## src/rtl/decrypt_pkg.sv

```systemverilog
// Shared types and constants for the LFSR stream-decryption sequencer.
// The preamble character's low six bits double as the seed/candidate mask.
package decrypt_pkg;

  typedef enum logic [2:0] {
    IDLE,
    LOAD,
    PRIME,
    TRAIN,
    STREAM,
    DONE
  } seq_state_t;

  localparam int N_LFSR = 6;

  localparam logic [7:0] PREAMBLE_CHAR = 8'h5F;
  localparam logic [5:0] SEED_MASK     = 6'h1F;

  localparam logic [5:0] LFSR_TAPS [N_LFSR] = '{6'h21, 6'h2D, 6'h30, 6'h33, 6'h36, 6'h39};

  // Preamble bytes carry PREAMBLE_CHAR, so un-masking a byte yields the keystream value.
  function automatic logic [5:0] seed_of(input logic [7:0] b);
    return b[5:0] ^ SEED_MASK;
  endfunction

endpackage

```

## src/rtl/onehot_prio_enc.sv

```systemverilog
// Priority encoder: highest set bit of a one-hot-ish vector wins.
// An all-zero vector gives index 0 with the none flag raised.
module onehot_prio_enc
  import decrypt_pkg::*;
(
  input  logic [N_LFSR-1:0] vec,
  output logic [2:0]        idx,
  output logic              none
);

  always_comb begin
    idx = '0;
    for (int i = 0; i < N_LFSR; i++) begin
      if (vec[i]) idx = 3'(i);
    end
  end

  assign none = ~|vec;

endmodule

```

## src/rtl/decrypt_seq_ctrl.sv

```systemverilog
// Sequencer for the LFSR stream-decryption datapath: seeds the LFSR bank,
// identifies the matching tap from the preamble and writes back the payload.
module decrypt_seq_ctrl
  import decrypt_pkg::*;
#(
  parameter int SRC_BASE = 64,
  parameter int DST_BASE = 0,
  parameter int MSG_LEN  = 64,
  parameter int PRE_LEN  = 7
) (
  input  logic                   clk,
  input  logic                   init_n,
  input  logic                   start,
  output logic                   busy,
  output logic                   done,
  output logic                   err,
  output logic [7:0]             mem_raddr,
  input  logic [7:0]             mem_rdata,
  output logic [7:0]             mem_waddr,
  output logic [7:0]             mem_wdata,
  output logic                   mem_wr_en,
  output logic                   lfsr_load,
  output logic                   lfsr_en,
  output logic [5:0]             lfsr_start,
  input  logic [N_LFSR-1:0][5:0] lfsr_state,
  output logic [2:0]             tap_sel
);

  localparam logic [7:0] SRC        = 8'(SRC_BASE);
  localparam logic [7:0] DST        = 8'(DST_BASE);
  localparam logic [7:0] PRE        = 8'(PRE_LEN);
  localparam logic [7:0] LAST_TRAIN = 8'(PRE_LEN - 1);
  localparam logic [7:0] LAST_BYTE  = 8'(MSG_LEN - 1);

  seq_state_t        state, state_nxt;
  logic [7:0]        rd_ptr, rd_ptr_nxt;
  logic [2:0]        tap_sel_nxt;
  logic              err_nxt;
  logic [5:0]        candidate;
  logic [N_LFSR-1:0] match;
  logic [2:0]        match_idx;
  logic              match_none;

  assign candidate  = seed_of(mem_rdata);
  assign lfsr_start = candidate;

  always_comb begin
    for (int i = 0; i < N_LFSR; i++) begin
      match[i] = (lfsr_state[i] == candidate);
    end
  end

  onehot_prio_enc u_prio_enc (
    .vec  (match),
    .idx  (match_idx),
    .none (match_none)
  );

  always_ff @(posedge clk or negedge init_n) begin
    if (!init_n) begin
      state   <= IDLE;
      rd_ptr  <= '0;
      tap_sel <= '0;
      err     <= 1'b0;
    end else begin
      state   <= state_nxt;
      rd_ptr  <= rd_ptr_nxt;
      tap_sel <= tap_sel_nxt;
      err     <= err_nxt;
    end
  end

  always_comb begin
    state_nxt   = state;
    rd_ptr_nxt  = rd_ptr;
    tap_sel_nxt = tap_sel;
    err_nxt     = err;
    busy        = 1'b0;
    done        = 1'b0;
    mem_raddr   = '0;
    mem_waddr   = DST;
    mem_wdata   = '0;
    mem_wr_en   = 1'b0;
    lfsr_load   = 1'b0;
    lfsr_en     = 1'b0;

    unique case (state)
      IDLE: begin
        if (start) begin
          state_nxt = LOAD;
          err_nxt   = 1'b0;
        end
      end
      LOAD: begin
        busy       = 1'b1;
        mem_raddr  = SRC;
        lfsr_load  = 1'b1;
        rd_ptr_nxt = 8'd1;
        state_nxt  = PRIME;
      end
      // Re-reading byte 0 keeps the address bus quiet while the bank steps to S1.
      PRIME: begin
        busy      = 1'b1;
        mem_raddr = SRC;
        lfsr_en   = 1'b1;
        state_nxt = TRAIN;
      end
      TRAIN: begin
        busy       = 1'b1;
        mem_raddr  = SRC + rd_ptr;
        lfsr_en    = 1'b1;
        rd_ptr_nxt = rd_ptr + 8'd1;
        if (rd_ptr == LAST_TRAIN) begin
          tap_sel_nxt = match_idx;
          if (match_none) begin
            err_nxt   = 1'b1;
            state_nxt = DONE;
          end else begin
            state_nxt = STREAM;
          end
        end
      end
      STREAM: begin
        busy       = 1'b1;
        mem_raddr  = SRC + rd_ptr;
        lfsr_en    = 1'b1;
        mem_wr_en  = 1'b1;
        mem_waddr  = DST + rd_ptr - PRE;
        mem_wdata  = {mem_rdata[7:6], mem_rdata[5:0] ^ lfsr_state[tap_sel]};
        rd_ptr_nxt = rd_ptr + 8'd1;
        if (rd_ptr == LAST_BYTE) state_nxt = DONE;
      end
      DONE: begin
        done      = 1'b1;
        state_nxt = IDLE;
      end
      default: state_nxt = IDLE;
    endcase
  end

endmodule

```

## config.mk

```make
export PLATFORM = sky130hd
export DESIGN_NAME = decrypt_seq_ctrl
export DESIGN_NICKNAME = d
export VERILOG_FILES = /design/src/rtl/decrypt_pkg.sv /design/src/rtl/onehot_prio_enc.sv /design/src/rtl/decrypt_seq_ctrl.sv
export SDC_FILE = /design/constraint.sdc
export NUM_CORES = 1
export LEC_CHECK = 0
export BUFFER_PORTS_ARGS = -buffer_cell sky130_fd_sc_hd__buf_2
export CAP_MARGIN = 10
export CELL_PAD_IN_SITES_DETAIL_PLACEMENT = 0
export CELL_PAD_IN_SITES_GLOBAL_PLACEMENT = 1
export CORE_ASPECT_RATIO = 1.25
export CORE_UTILIZATION = 30
export DETAILED_ROUTE_END_ITERATION = 10
export PLACE_DENSITY = 0.79
export SETUP_SLACK_MARGIN = 0.4
export SYNTH_ARGS = -nofsm -noshare
export SYNTH_HDL_FRONTEND = slang
export SYNTH_SLANG_ARGS = --single-unit
```

## constraint.sdc

```tcl
create_clock -name clk -period 1.8 [get_ports clk]
set_input_delay 0.36 -clock clk [delete_from_list [all_inputs] [get_ports clk]]
set_output_delay 0.36 -clock clk [all_outputs]
set_load 0.05 [all_outputs]
```

==> impl_metrics.py <==
metrics = {
    "outcome": {
        "status": "complete, but fails checks",
        "violations": "setup timing",
    },
    "global_routing": {
        "overflow": 0,
        "grt_pass1_wl_um": 11500,
        "grt_start_max_net_pins": 16,
        "gr-usage-all-layers": 0.218,
        "antenna_found_initial": 0,
        "grt_pass1_vias": 2379,
    },
    "yosys": {
        "synth.most_common_cell": "xnor2_1",
        "netlist.area_leader.share": 0.192,
        "ys_ff_latch": 15,
        "netlist_area_um2": 1960,
        "yosysTopAreaCell": "dfrtp_1",
        "synthTopCellsByCount": "xnor2_1 (28), nor2_1 (25), xor2_1 (20)",
        "yosys_most_used_dff": "dfrtp_1",
        "avgSynthCellArea_um2": 8.37,
        "synthCells": 234,
        "synth_nets": 284,
        "yosysSeqAreaShare": 0.192,
        "ys_types": 49,
        "synth_edf_count": 0,
        "synthTopCellsByArea": "dfrtp_1 (19%), xnor2_1 (13%), xor2_1 (8.9%)",
        "async_flop_share": 1.00,
        "yosysWarnings": 0,
    },
    "sta": {
        "setup_tns_ns": -3.93,
        "tightestPinTransition_ns": 0.575,
        "post-route-period-util": 1.23,
        "relSlewSlack": 0.611,
        "setup_ws_ns": -0.421,
        "min_period_ns": 2.22,
        "setup_viol": 23,
        "fmax_mhz": 450,
        "hold_viol": 0,
        "rsz0062_at_grt": "yes",
        "fin_skew_ns": 0.00403,
        "holdWs_ns": 0.00390,
        "drv_slew": 0,
    },
    "floorplan": {
        "fp.coreArea_um2": 6250,
        "ios": 86,
        "die_x_um": 74.3,
        "rows": 32,
        "initial_core_util": 0.314,
        "die_y_um": 92.4,
        "dieArea_um2": 6860,
    },
    "route": {
        "viasPerCell": 4.94,
        "dr.pass1.iters": 4,
        "vias": 2320,
        "ant_nets": 0,
        "wirelength_um": 7730,
        "drt_iter0_drc": 40,
        "drc": 0,
        "wl_per_cell_um": 16.4,
    },
    "power": {
        "ir_worst_vdd_mv": 1.25,
        "p_leak_uw": 0.00182,
        "p_per_area_nw_per_um2": 1290,
        "total_power_uw": 5270,
    },
    "clocking": {
        "cts_buffer_depth": 2,
        "clk_root_buffer_cell": "clkbuf_8",
        "cts_max_level": 1,
        "clock_latency_ns": 0.26,
        "cts_made_buffers": 3,
        "path_clk_slew_ns": 0.07,
        "cts_tree": "done",
        "cts_num_sinks": 15,
    },
    "critical_path": {
        "start_kind": "flop",
        "worst-path-max-fanout": 6,
        "r2r_slack_ns": 0.05,
        "crit_type": "flop to primary output",
        "r2r_cells": 6,
        "regToRegEndpoint": "tap_sel[2]",
        "crit_arrival_ns": 1.86,
        "end_kind": "primary output",
        "rr_startpoint": "rd_ptr[4]",
        "cp.required_ns": 1.44,
    },
    "final_layout": {
        "finalNetCount": 436,
        "syn_to_final_growth_pct": 109,
        "drive_gt1_frac": 0.730,
        "antenna_cells": 0,
        "fillers": 482,
        "final_util": 0.655,
    },
    "hold_path": {
        "worstHoldPathType": "input port to async pin",
    },
    "flow_run": {
        "cap_violations": 0,
    },
    "place": {
        "hpwl_um": 4920,
        "place.gp.congestion": 0.823,
        "portBuffers": 85,
    },
}
worst max-delay path, cell delays in order (launching register included):
cell     delay (ns)
dfrtp_2        0.38
buf_6          0.14
mux4_2         0.50
inv_2          0.08
o22ai_2        0.08
xnor2_2        0.16
nor2_4         0.11
buf_8          0.15
registers in the layout (all words and copies together) (netlist names):
signal and flops:
err 1, tap_sel 3, rd_ptr 8, state 3
logic make-up (layout without fill, tap and decap cells):
logic type      after synthesis  after routing  share of synthesized area
simple gates                 81             81                      0.222
xor+xnor                     49             49                      0.223
compound gates               37             37                      0.131
buf+inv                      36            187                      0.106
flops                        15             15                      0.192
mux                          13             13                      0.107
fa+ha+maj                     3              3                     0.0192
cell usage in the layout, fill, tap and decap left out, types with 3 or more instances in the layout:
cell type	synthesis	final
xnor2_1	28	16
nand2_2	1	4
clkbuf_8	0	3
nor2b_4	0	7
and3_1	6	4
buf_4	3	45
o21ai_1	8	10
buf_12	0	7
o22ai_2	0	6
inv_2	1	6
mux2i_1	6	6
nand2_1	14	9
xor2_1	20	19
nand3_1	7	6
inv_1	15	7
mux4_2	6	6
buf_6	7	43
nor2_1	25	5
buf_8	0	17
dfrtp_1	15	10
dfrtp_2	0	5
nor2_4	0	20
buf_2	7	53
xnor2_2	0	11
cell type report:
type	instances	area [um^2]	share of cell area
Multi-Input combinational cell	183	1940	0.475
Timing Repair Buffer	167	1540	0.375
Sequential cell	15	382	0.0932
Tap cell	85	106	0.0260
Inverter	16	78.8	0.0193
Clock buffer	3	41.3	0.0101
Clock inverter	1	5.00	0.00122
timing repair:
action / CTS / global route
cloned: 2 / 0
hold buffers: 0 / 0
pin swaps: 34 / 17
endpoints found under the setup margin: 44 / 47
setup buffers: 25 / 10
resized for setup: 149 / 25
per-stage QoR:
step / setup slack [ns] / cell area (um^2) / std cells
after global routing: -0.475 / 4090 / 470
after floorplan: -0.334 / 2330 / 234
after global placement: -0.251 / 3020 / 429
after detailed placement: -0.274 / 3020 / 429
final: -0.421 / 4090 / 470
after CTS: -0.379 / 3930 / 460
per-layer routing:
layer / routed length, um / vias up / global-route usage
li1: - / 1095 / -
met5: 0 / - / 0
met3: 418 / 17 / 0.0229
met4: 165 / 0 / 0.0597
met2: 4240 / 88 / 0.411
met1: 2900 / 1120 / 0.253
worst max-delay path by stage:
stage	from	to	slack, ns	cells after the start
floorplan	tap_sel[1]	mem_wdata[0]	-0.33	6
global placement	tap_sel[1]	mem_wdata[0]	-0.25	6
detailed placement	tap_sel[1]	mem_wdata[0]	-0.27	6
CTS	tap_sel[1]	mem_wdata[1]	-0.38	7
global route	tap_sel[1]	mem_wdata[3]	-0.48	7
finish	tap_sel[1]	mem_wdata[3]	-0.42	7
power by group:
group          switching (uW)  internal (uW)
Clock                     140            154
Sequential                118            438
Combinational            2200           2220
No activity file was read; power rests on OpenSTA's default activity.
